==> src/rtl/insn_encoder_pkg.sv <==
// Shared instruction-format definitions: class encoding, field positions,
// opcode constants and the field-to-word packing helpers.
package insn_encoder_pkg;

    localparam int INSN_W = 9;

    typedef enum logic [1:0] {
        CLS_ALU     = 2'd0,
        CLS_BRANCH  = 2'd1,
        CLS_DATA    = 2'd2,
        CLS_ILLEGAL = 2'd3
    } insn_class_e;

    // Field positions inside the 9-bit word
    localparam int DATA_FLAG_BIT   = 8;
    localparam int IMM_EN_BIT      = 7;
    localparam int BRANCH_FLAG_BIT = 6;

    // DATA operations (2-bit subop)
    localparam logic [1:0] kMOVE  = 2'd0;
    localparam logic [1:0] kFLAG  = 2'd1;
    localparam logic [1:0] kLOAD  = 2'd2;
    localparam logic [1:0] kSTORE = 2'd3;

    // ALU operations (3-bit subop)
    localparam logic [2:0] kALU_ADD = 3'd0;
    localparam logic [2:0] kALU_SUB = 3'd1;
    localparam logic [2:0] kALU_AND = 3'd2;
    localparam logic [2:0] kALU_OR  = 3'd3;
    localparam logic [2:0] kALU_XOR = 3'd4;
    localparam logic [2:0] kALU_SHL = 3'd5;
    localparam logic [2:0] kALU_SHR = 3'd6;
    localparam logic [2:0] kALU_CMP = 3'd7;

    // Class 3, or a DATA op using the reserved upper subop bit
    function automatic logic insn_illegal(input logic [1:0] cls, input logic [2:0] subop);
        return (cls == CLS_ILLEGAL) || ((cls == CLS_DATA) && subop[2]);
    endfunction

    function automatic logic [INSN_W-1:0] insn_pack(
        input insn_class_e cls,
        input logic [2:0]  subop,
        input logic [2:0]  dst,
        input logic [2:0]  src,
        input logic        imm_en,
        input logic [2:0]  imm,
        input logic [6:0]  br
    );
        logic [INSN_W-1:0] w;
        w = '0;
        case (cls)
            CLS_DATA: begin
                w[DATA_FLAG_BIT] = 1'b1;
                w[7:6]           = subop[1:0];
                w[5:3]           = dst;
                w[2:0]           = src;
            end
            CLS_ALU: begin
                w[IMM_EN_BIT]      = imm_en;
                w[BRANCH_FLAG_BIT] = 1'b0;
                w[5:3]             = subop;
                w[2:0]             = imm_en ? imm : 3'b000;
            end
            CLS_BRANCH: begin
                w[IMM_EN_BIT]      = br[6];
                w[BRANCH_FLAG_BIT] = 1'b1;
                w[5:0]             = br[5:0];
            end
            default: w = '0;
        endcase
        return w;
    endfunction

endpackage

==> src/rtl/insn_encoder_fifo.sv <==
// Small synchronous FIFO holding packed words; read data is registered on pop.
module insn_fifo #(
    parameter int DEPTH = 4,
    parameter int W     = 9
) (
    input  logic         clk,
    input  logic         srst,
    input  logic         push,
    input  logic [W-1:0] wdata,
    input  logic         pop,
    output logic [W-1:0] rdata,
    output logic         full,
    output logic         empty
);
    localparam int PW = $clog2(DEPTH);

    logic [W-1:0]  mem [DEPTH];
    logic [PW:0]   wr_ptr_reg;
    logic [PW:0]   rd_ptr_reg;
    logic [W-1:0]  rdata_reg;
    logic          do_push;
    logic          do_pop;

    // Extra pointer bit distinguishes full from empty when indices match
    assign empty   = (wr_ptr_reg == rd_ptr_reg);
    assign full    = (wr_ptr_reg[PW] != rd_ptr_reg[PW]) &&
                     (wr_ptr_reg[PW-1:0] == rd_ptr_reg[PW-1:0]);
    assign do_push = push && !full;
    assign do_pop  = pop && !empty;
    assign rdata   = rdata_reg;

    // Storage array write; no reset so it maps onto RAM
    always_ff @(posedge clk) begin
        if (do_push) begin
            mem[wr_ptr_reg[PW-1:0]] <= wdata;
        end
    end

    // Pointer update and registered head read
    always_ff @(posedge clk) begin
        if (srst) begin
            wr_ptr_reg <= '0;
            rd_ptr_reg <= '0;
            rdata_reg  <= '0;
        end else begin
            if (do_push) begin
                wr_ptr_reg <= wr_ptr_reg + 1'b1;
            end
            if (do_pop) begin
                rdata_reg  <= mem[rd_ptr_reg[PW-1:0]];
                rd_ptr_reg <= rd_ptr_reg + 1'b1;
            end
        end
    end

endmodule

==> src/rtl/insn_encoder.sv <==
// Instruction encoder: packs decoded field bundles into 9-bit words and
// writes them sequentially into instruction memory from a base address.
module insn_encoder
    import insn_encoder_pkg::*;
#(
    parameter int AW    = 8,
    parameter int DEPTH = 4,
    parameter int LENW  = 8
) (
    input  logic              clk,
    input  logic              reset,
    input  logic              start,
    input  logic [AW-1:0]     base_addr,
    input  logic [LENW-1:0]   len,
    input  logic              in_valid,
    output logic              in_ready,
    input  logic [1:0]        in_class,
    input  logic [2:0]        in_subop,
    input  logic [2:0]        in_dst,
    input  logic [2:0]        in_src,
    input  logic              in_imm_en,
    input  logic [2:0]        in_imm,
    input  logic [6:0]        in_br,
    input  logic              mem_ready,
    output logic              mem_we,
    output logic [AW-1:0]     mem_addr,
    output logic [INSN_W-1:0] mem_wdata,
    output logic              busy,
    output logic              done,
    output logic [7:0]        err_cnt
);
    localparam logic [1:0] ST_IDLE = 2'd0;
    localparam logic [1:0] ST_LOAD = 2'd1;
    localparam logic [1:0] ST_DONE = 2'd2;

    logic [1:0]        state_reg, state_next;
    logic [AW-1:0]     wr_ptr_reg;
    logic [AW-1:0]     mem_addr_reg;
    logic              mem_we_reg;
    logic [LENW-1:0]   len_reg;
    logic [LENW-1:0]   acc_reg;
    logic [7:0]        err_cnt_reg;
    logic              fifo_full, fifo_empty, fifo_push, fifo_pop;
    logic              accept, bundle_bad;
    logic [INSN_W-1:0] packed_word;

    assign in_ready    = (state_reg == ST_LOAD) && !fifo_full && (acc_reg < len_reg);
    assign accept      = in_valid && in_ready;
    assign bundle_bad  = insn_illegal(in_class, in_subop);
    assign packed_word = insn_pack(insn_class_e'(in_class), in_subop, in_dst, in_src,
                                   in_imm_en, in_imm, in_br);
    // Illegal bundles consume a slot of the session but never reach memory
    assign fifo_push   = accept && !bundle_bad;
    assign fifo_pop    = !fifo_empty && mem_ready;

    assign busy     = (state_reg == ST_LOAD);
    assign done     = (state_reg == ST_DONE);
    assign mem_we   = mem_we_reg;
    assign mem_addr = mem_addr_reg;
    assign err_cnt  = err_cnt_reg;

    insn_fifo #(
        .DEPTH (DEPTH),
        .W     (INSN_W)
    ) u_fifo (
        .clk   (clk),
        .srst  (reset),
        .push  (fifo_push),
        .wdata (packed_word),
        .pop   (fifo_pop),
        .rdata (mem_wdata),
        .full  (fifo_full),
        .empty (fifo_empty)
    );

    // Session sequencing: a load ends once every bundle is accepted and drained
    always_comb begin
        state_next = state_reg;
        case (state_reg)
            ST_IDLE: if (start) state_next = (len == '0) ? ST_DONE : ST_LOAD;
            ST_LOAD: if ((acc_reg == len_reg) && fifo_empty) state_next = ST_DONE;
            ST_DONE: state_next = ST_IDLE;
            default: state_next = ST_IDLE;
        endcase
    end

    // Session bookkeeping and the registered memory write port
    always_ff @(posedge clk) begin
        if (reset) begin
            state_reg    <= ST_IDLE;
            wr_ptr_reg   <= '0;
            mem_addr_reg <= '0;
            mem_we_reg   <= 1'b0;
            len_reg      <= '0;
            acc_reg      <= '0;
            err_cnt_reg  <= '0;
        end else begin
            state_reg  <= state_next;
            mem_we_reg <= fifo_pop;
            if ((state_reg == ST_IDLE) && start) begin
                wr_ptr_reg  <= base_addr;
                len_reg     <= len;
                acc_reg     <= '0;
                err_cnt_reg <= '0;
            end else begin
                if (accept) begin
                    acc_reg <= acc_reg + 1'b1;
                    if (bundle_bad && (err_cnt_reg != 8'hFF)) begin
                        err_cnt_reg <= err_cnt_reg + 1'b1;
                    end
                end
                if (fifo_pop) begin
                    mem_addr_reg <= wr_ptr_reg;
                    wr_ptr_reg   <= wr_ptr_reg + 1'b1;
                end
            end
        end
    end

endmodule
==> config.mk <==
export PLATFORM = sky130hd
export DESIGN_NAME = insn_encoder
export DESIGN_NICKNAME = d
export VERILOG_FILES = /design/src/rtl/insn_encoder_pkg.sv /design/src/rtl/insn_encoder_fifo.sv /design/src/rtl/insn_encoder.sv
export SDC_FILE = /design/constraint.sdc
export NUM_CORES = 1
export LEC_CHECK = 0
export CAP_MARGIN = 15
export CELL_PAD_IN_SITES_DETAIL_PLACEMENT = 2
export CELL_PAD_IN_SITES_GLOBAL_PLACEMENT = 2
export CORE_MARGIN = 3
export CORE_UTILIZATION = 30
export DETAILED_ROUTE_END_ITERATION = 7
export PLACE_DENSITY = 0.73
export SYNTH_ARGS = -nofsm -noshare
export SYNTH_HDL_FRONTEND = slang
export SYNTH_SLANG_ARGS = --single-unit
==> constraint.sdc <==
create_clock -name clk -period 2.2 [get_ports clk]
set_clock_uncertainty 0.05 [all_clocks]
set_input_delay 0.44 -clock clk [delete_from_list [all_inputs] [get_ports clk]]
set_output_delay 0.44 -clock clk [all_outputs]
set_load 0.1 [all_outputs]
Word level (Yosys, flattened, before mapping)
Memories as Yosys holds them, arrays and structs flattened. A register that Yosys moved wholly into a read port is not among the register bits. Index checks and enable logic that the tools add are counted.

Register bits after elaboration: 49. Memory bits (writable): 36. Bits of input ports: 43. Output and inout bits: 29. Logic and storage cells: 64. Memories: 1.

Memory list: u_fifo.mem (words 4, bits a word 9, rd ports 1, clocked after Yosys merged registers in 1, wr ports 1, line insn_encoder_fifo.sv:17) `logic [W-1:0] mem [DEPTH];`.

Add/subtract/negate cells: 5. $lt $le $gt $ge: 1. Eq/ne operators: 12. Mux-type cells: 11. Bitwise operators: 1. Reductions and logical operators: 24.

Operators by type and width (count): $add A8 B1 Y8 const B (3); $pmux W8 S3 (1); $mux W8 (2); $logic_and A1 B1 Y1 (12); $eq A8 B8 Y1 (1); $logic_not A8 Y1 (1); $lt A8 B8 Y1 (1); $ne A8 B8 Y1 const B (1); $add A3 B1 Y3 const B (2); $eq A2 B2 Y1 const B (3); $mux W2 (3); $reduce_and A2 Y1 (3); $eq A2 B1 Y1 const B (2); $logic_not A2 Y1 (2); $pmux W2 S2 (1); $eq A3 B3 Y1 (1); $logic_not A1 Y1 (3); $mux W1 (3); $mux W3 (1); $eq A2 B2 Y1 (1); $ne A2 B1 Y1 const B (1); $ne A2 B2 Y1 const B (1); $reduce_bool A2 Y1 (1); $reduce_or A2 Y1 (1); other kinds (3) (3).

Logic depth before layout (Yosys ltp)
Gate-level depths: netlist of run 1.

Depth in word-level cells: 10. Gate-level depth with buffers: 9. Gate-level depth less buffers: 8.

Cells and area by module
From an unflattened synthesis of run 1, not the netlist that was laid out.

Cell total of the unflattened synthesis: 431. Area, all modules: 4590.7 sq um.

Modules (own cells, without submodules): insn_encoder (instances 1, cells each 293, area an instance 2327.2 sq um, seq. area each 860.8 sq um); insn_fifo (instances 1, cells each 138, area an instance 2263.4 sq um, seq. area each 1381.3 sq um).

Least setup slack after synthesis of run 1
No wires, ideal clock.

Path type: register to output. Start point: register state_reg[1]. End point: output in_ready. Data arrival time: 3522 ps. Required time: 1710 ps. Path slack: -1812 ps. Stages on the path, launching flop included: 4. Path buffers: 0. Cells stage by stage: dfxtp_1 and2b_1 o211ai_1 nor3_1.

Longest elaborated chain between the ends: 3.

Ends and longest elaborated chain: start: declaration (line insn_encoder.sv:36) `logic [1:0] state_reg, state_next;`; start signal: assignment (line insn_encoder.sv:98) `state_reg <= state_next;`; $eq A2 B1 Y1; named net busy (line insn_encoder.sv:28) `output logic busy,`; $logic_and A1 B1 Y1 (2 in a row) (line insn_encoder.sv:47) `assign in_ready = (state_reg == ST_LOAD) && !fifo_full && (acc_reg < len_reg);`; end: declaration (line insn_encoder.sv:16) `output logic in_ready,`.

The timed path passes the listed nets, and every way through them passes these cells.

Worst setup path in the final report of run 1
Start point: register len_reg[7]. End point: output in_ready.

Longest elaborated chain between the ends: 2.

Ends and longest elaborated chain: start: declaration (line insn_encoder.sv:40) `logic [LENW-1:0] len_reg;`; start signal: assignment (line insn_encoder.sv:102) `len_reg <= len;`; $lt A8 B8 Y1 (line insn_encoder.sv:47); $logic_and A1 B1 Y1 (line insn_encoder.sv:47).

No other way between the ends.

==> results.sh, run 1 <==
export IMPL_top_layer="met4"
export IMPL_rows=42
export IMPL_max_slew_margin_pct=57.3
export IMPL_critical_path_top_delay_family="buffers and inverters"
export IMPL_hp_class="flop to flop"
export IMPL_io_buffer_count=71
export IMPL_p_clk_share_pct=38.5
export IMPL_ctsHoldBuffers=0
export IMPL_synth_fp_nets=471
export IMPL_yosysTopAreaCellShare_pct=27.5
export IMPL_p_int_w=0.00309
export IMPL_status="finished, violations left"
export IMPL_yosys_area_share_xor_xnor_pct=4.77
export IMPL_tightest_slew_ns=0.634
export IMPL_powerDensity_mw_per_mm2=731
export IMPL_hold_depth=1
export IMPL_finalCritPeriodShare_pct=112
export IMPL_fp_dieW_um=125
export IMPL_mostFrequentLayoutCells="80 x nand2_1, 73 x buf_4, 44 x dfxtp_1, 42 x clkdlybuf4s50_1, 36 x edfxtp_1"
export IMPL_ys_async_sr_fraction_pct=0
export IMPL_wirelength_mm=14.2
export IMPL_die_h_um=125
export IMPL_yosys_area_share_simple_pct=19.3
export IMPL_critical_path_max_stage_delay_ns=0.44
export IMPL_grt_max_degree=25
export IMPL_min_from="state_reg[1]"
export IMPL_hold_end="state_reg[1]"
export IMPL_place_hpwl_mm=9.63
export IMPL_antenna_cells=0
export IMPL_r2r_start="len_reg[7]"
export IMPL_hold_viol_final=0
export IMPL_setup_violations=56
export IMPL_seq_power_share_pct=43.6
export IMPL_slew_viol_final=0
export IMPL_drtAntennaViolNets=0
export IMPL_switching_share_pct=29.3
export IMPL_violations="negative setup slack"
export IMPL_yosys_area_top_type="dfxtp_1"
export IMPL_cp_arrival_ns=1.98
export IMPL_postSynthAreaPerCell_um2=10.2
export IMPL_r2r_end="u_fifo.wr_ptr_reg[2]"
export IMPL_place_ws_ns=-0.195
export IMPL_fmax_mhz=405
export IMPL_clock_path_buffers=2
export IMPL_clkTransAtPathRegs_ns=0.07
export IMPL_path_cells="inv_2 > ha_4 > nand2_1 > o211ai_1 > buf_4 > nor3_4 > buf_12"
export IMPL_cts_root_buffer="clkbuf_16"
export IMPL_ys_warn_count=0
export IMPL_cap_violations=0
export IMPL_dp_cells=682
export IMPL_num_vias=3535
export IMPL_die_area_mm2=0.0155
export IMPL_cts_buffers_inserted=9
export IMPL_p_sw_w=0.00128
export IMPL_synthAdderAreaFrac_pct=4.74
export IMPL_globalplace_congestion=0.777
export IMPL_startpoint_type="flop"
export IMPL_fillers=1379
export IMPL_syn_area_mm2=0.00422
export IMPL_ctsHtreeMaxLevel=3
export IMPL_crit_required_ns=1.71
export IMPL_insertion_delay_ns=0.35
export IMPL_cts_sinks=94
export IMPL_yosysSeqAreaShare_pct=53.1
export IMPL_ys_types=44
export IMPL_synth_top_family_by_area="simple AND/OR/NAND/NOR gates"
export IMPL_met1_length_mm=5.99
export IMPL_dr_wl_met3_um=417
export IMPL_grt_overflow_total=0
export IMPL_rsz0062_at_grt="true"
export IMPL_worst_path_max_fanout=3
export IMPL_crit_slowest_cell="o211ai_1"
export IMPL_grt_use_total_pct=18.6
export IMPL_ios=72
export IMPL_peakVddDrop_mv=0.370
export IMPL_cellLeakagePower_nw=2.19
export IMPL_endpoint_kind="output pin"
export IMPL_r2r_slack_ns=-0.21
export IMPL_regArea_mm2=0.00226
export IMPL_comb_power_share_pct=17.9
export IMPL_largest_reg_flops=36
export IMPL_coreArea_mm2=0.0135
export IMPL_grt_pass1_vias=4091
export IMPL_crit_buf_inv=3
export IMPL_drc=0
export IMPL_synth_enable_flop_cells=36
export IMPL_synth_seq_cells=94
export IMPL_synth_cells=412
export IMPL_worst_slack_ns=-0.272
export IMPL_final_cell_count_no_fill=709
export IMPL_drive_above_1_share_pct=29.6
export IMPL_first_pass_iters=4
export IMPL_met2WireLength_mm=7.31
export IMPL_layout_min_cycle_time_ns=2.47
export IMPL_path_class="flop to output pin"
export IMPL_multi_input_area_mm2=0.00209
export IMPL_cts_tree="built"
export IMPL_synthTopCellsByArea="dfxtp_1 28%, edfxtp_1 26%, nand2_1 7.2%"
export IMPL_synth_main_ff_cell="dfxtp_1"
export IMPL_grt_pass1_wl_mm=22.9
export IMPL_drtIter0Drc=165
export IMPL_synth_compound_area_share_pct=9.28
export IMPL_area_growth_pct=41.7
export IMPL_viasPerCell=4.99
export IMPL_reg2reg_depth=11
export IMPL_nets=587
export IMPL_wire_per_inst_um=20.0
export IMPL_synthMuxAreaShare_pct=6.02
export IMPL_start_util_pct=31.2
export IMPL_final_common_cell="nand2_1"
export IMPL_antenna_found_initial=0
==> power by group through the flow <==
stage,registers (W),logic (W),clock network (W)
after floorplan,0.00201,0.000333,0
after global placement,0.00194,0.000673,0
after detailed placement,0.00195,0.000698,0
after CTS,0.00191,0.000754,0.00172
after global routing,0.00192,0.000839,0.00180
final,0.00191,0.000782,0.00168
==> how the worst max path moves through the flow <==
stage	endpoint	slack, ns	cells after the start	start
detailed placement	acc_reg[7]	-0.19	9	len_reg[7]
finish	in_ready	-0.27	7	len_reg[7]
floorplan	in_ready	-0.26	5	acc_reg[1]
global route	in_ready	-0.34	7	len_reg[7]
CTS	in_ready	-0.26	8	len_reg[1]
global placement	u_fifo.mem[0][0]	-0.10	4	in_class[0]
==> cell families after synthesis <==
family | Yosys count
compound gates | 69
flops | 94
xor+xnor | 23
mux | 14
fa+ha+maj | 16
buf+inv | 29
simple gates | 167
==> per-stage QoR <==
| stage | total power, W | TNS, ns | hold WS, ns | util [%] | instance area [um2] |
|---|---|---|---|---|---|
| 2_1_floorplan | 0.00234 | -1.23 | 0.351 | - | 4280 |
| 3_3_place_gp | 0.00261 | -3.73 | 0.361 | 40.1 | 5410 |
| 3_5_place_dp | 0.00264 | -10.18 | 0.366 | 40.1 | 5410 |
| 4_1_cts | 0.00438 | -3.53 | 0.378 | 43.7 | 5900 |
| 5_1_grt | 0.00456 | -13.89 | 0.403 | 44.3 | 5980 |
| 6_report | 0.00437 | -8.67 | 0.377 | 44.3 | 5980 |
==> Yosys cell counts (5+ instances only) <==
| master | count |
|---|---|
| a211oi_1 | 6 |
| a21oi_1 | 40 |
| and2_1 | 5 |
| clkbuf_1 | 14 |
| dfxtp_1 | 58 |
| edfxtp_1 | 36 |
| ha_1 | 16 |
| inv_1 | 10 |
| mux4_2 | 9 |
| nand2_1 | 81 |
| nand3_1 | 8 |
| nand4_1 | 8 |
| nor2_1 | 28 |
| nor2b_1 | 6 |
| nor3_2 | 5 |
| o21ai_0 | 12 |
| or3_1 | 6 |
| xnor2_1 | 13 |
| xor2_1 | 10 |
==> worst reg2reg max path, delay by kind of cell, from the launching register on <==
kind | cells | cell delay (ns)
AOI/OAI and AO/OA | 2 | 0.35
adders and majority gates | 1 | 0.23
xor gates and xnor gates | 1 | 0.13
buffers and inverters | 4 | 0.59
and+or+nand+nor | 3 | 0.62
DFF | 1 | 0.34
==> final cells by class <==
type	instances	share of cell area, %
flip-flops and latches	94	37.8
clock buffers	9	3.77
inverters	10	0.628
multi-input cells	292	34.9
clock inverters	7	1.44
repair buffers	121	17.8
well taps	176	3.68
==> per-layer routing <==
metal / vias to the layer above / track usage (%)
met5: - / 0
met1: 1748 / 22.0
met4: 0 / 8.25
met3: 27 / 2.74
met2: 77 / 33.3
li1: 1683 / -
==> repair_timing <==
| item | 4_1_cts | 5_1_grt |
|---|---|---|
| pin swaps | 17 | 17 |
| setup endpoints to repair | 55 | 56 |
| resized for setup | 28 | 12 |
| cloned | 3 | 0 |
| buffers inserted | 6 | 2 |
(Power assumes the default switching activity.)
==> inputs of run 2 (changes only) <==
- CORE_UTILIZATION: 30 -> 33
- PLACE_DENSITY: 0.73 -> 0.76
- clock period: 2.2 -> 2.75 ns (I/O delays scaled with it)
==> results.sh, run 2 (synthesis results as in run 1) <==
export IMPL_drc=0
export IMPL_r2r_end="u_fifo.wr_ptr_reg[2]"
export IMPL_max_slew_margin_pct=50.2
export IMPL_peakVddDrop_mv=0.302
export IMPL_grt_max_degree=33
export IMPL_endpoint_kind="flop"
export IMPL_drtIter0Drc=125
export IMPL_setup_tns_ns=0
export IMPL_rows=40
export IMPL_viasPerCell=5.04
export IMPL_cap_violations=0
export IMPL_first_pass_iters=4
export IMPL_globalplace_congestion=0.761
export IMPL_nets=549
export IMPL_worst_path_max_fanout=10
export IMPL_setup_violations=0
export IMPL_p_clk_share_pct=37.3
export IMPL_final_common_cell="nand2_1"
export IMPL_ctsHoldBuffers=0
export IMPL_io_buffer_count=71
export IMPL_grt_pass1_vias=3640
export IMPL_start_util_pct=34.4
export IMPL_cellLeakagePower_nw=1.92
export IMPL_finalCritPeriodShare_pct=95.1
export IMPL_cts_tree="built"
export IMPL_cts_root_buffer="clkbuf_16"
export IMPL_ios=72
export IMPL_p_int_w=0.00230
export IMPL_reg2reg_depth=10
export IMPL_die_area_mm2=0.0142
export IMPL_path_class="flop to flop"
export IMPL_worstSetupStartpoint="len_reg[7]"
export IMPL_grt_pass1_wl_mm=18.9
export IMPL_tightest_slew_ns=0.741
export IMPL_startpoint_type="flop"
export IMPL_r2r_start="len_reg[7]"
export IMPL_place_hpwl_mm=8.68
export IMPL_fp_dieW_um=119
export IMPL_antenna_cells=0
export IMPL_clock_path_buffers=2
export IMPL_drive_above_1_share_pct=16.2
export IMPL_wirelength_mm=11.5
export IMPL_status="completed"
export IMPL_holdWs_ns=0.407
export IMPL_switching_share_pct=28.5
export IMPL_slew_viol_final=0
export IMPL_coreArea_mm2=0.0123
export IMPL_mostFrequentLayoutCells="81 x nand2_1, 58 x dfxtp_1, 43 x buf_4, 42 x clkdlybuf4s50_1, 39 x a21oi_1"
export IMPL_rsz0062_at_grt="false"
export IMPL_num_vias=3343
export IMPL_crit_end="u_fifo.wr_ptr_reg[2]"
export IMPL_grt_overflow_total=0
export IMPL_area_growth_pct=28.2
export IMPL_largest_reg_flops=36
export IMPL_grt_use_total_pct=16.7
export IMPL_fmax_mhz=382
export IMPL_hp_class="flop to flop"
export IMPL_clkTransAtPathRegs_ns=0.07
export IMPL_ctsHtreeMaxLevel=3
export IMPL_cp_arrival_ns=2.80
export IMPL_p_sw_w=0.000918
export IMPL_crit_required_ns=2.93
export IMPL_cts_buffers_inserted=9
export IMPL_hold_viol_final=0
export IMPL_insertion_delay_ns=0.34
export IMPL_powerDensity_mw_per_mm2=595
export IMPL_drtAntennaViolNets=0
export IMPL_r2r_slack_ns=0.14
export IMPL_layout_min_cycle_time_ns=2.61
export IMPL_antenna_found_initial=0
export IMPL_die_h_um=119
export IMPL_cts_sinks=94
export IMPL_comb_power_share_pct=15.3
export IMPL_wire_per_inst_um=17.3
export IMPL_seq_power_share_pct=47.4
run 2: cell count changes in the layout (fill, tap and decap cells not counted), sizes merged:
cell / before / now
and2: 8 / 5
bufinv: 1 / 0
buf: 79 / 44
inv: 15 / 14
clkinv: 0 / 2
run 2: through the flow:
stage               util (%)  instance area [um2]  instances  worst slack (ns)  power [W]
floorplan                  -                 4230        412            0.0307    0.00186
global placement        41.8                 5130        647             0.203    0.00203
detailed placement      41.8                 5130        647             0.114    0.00205
CTS                     44.1                 5410        663            0.0682    0.00325
global route            44.1                 5410        663            0.0217    0.00336
finish                  44.1                 5410        663             0.135    0.00322
run 2: power groups by stage:
stage | clock network, W | logic [W] | registers (W)
after detailed placement | 0 | 0.000492 | 0.00156
after floorplan | 0 | 0.000254 | 0.00160
after global placement | 0 | 0.000479 | 0.00155
final | 0.00120 | 0.000492 | 0.00153
after CTS | 0.00123 | 0.000498 | 0.00153
after global routing | 0.00129 | 0.000538 | 0.00153
run 2: worst max-delay path, cell delays in order, from the launching register on:
cell      delay (ns)
dfxtp_1         0.33
inv_1           0.06
ha_1            0.33
a21oi_1         0.16
o211ai_1        0.17
buf_4           0.19
or3b_1          0.55
nor3_2          0.22
buf_4           0.23
xnor2_1         0.16
nor2_1          0.06
run 2: layout make-up:
class | instances | area [um2]
Fill cell | 1318 | 6850
Sequential cell | 94 | 2240
Multi-Input combinational cell | 289 | 1880
Inverter | 10 | 37.5
Timing Repair Buffer | 86 | 763
Clock inverter | 7 | 53.8
Clock buffer | 9 | 225
Tap cell | 168 | 210
run 2: what timing repair did:
item | CTS | global route
setup buffers | 0 | 0
endpoints found under the setup margin | 0 | 1
gates resized for setup | 0 | 1
hold endpoints to repair | 0 | 0
run 2: how the worst min path moves through the flow:
stage	to	from	cells past startpoint
after detailed placement	mem_addr[4]	mem_addr[4]	2
final	mem_addr[4]	mem_addr[4]	2
after global placement	mem_addr[3]	mem_addr[3]	2
after CTS	mem_addr[4]	mem_addr[4]	2
after global routing	mem_addr[4]	mem_addr[4]	2
after floorplan	state_reg[1]	state_reg[1]	1
run 2: layer usage:
layer | up-vias | part of all wire (%) | global-route usage, %
met5 | - | 0 | 0
met4 | 0 | 1.8 | 6.73
li1 | 1609 | - | -
met3 | 13 | 3.7 | 2.90
met2 | 70 | 49 | 28.3
met1 | 1651 | 46 | 21.0
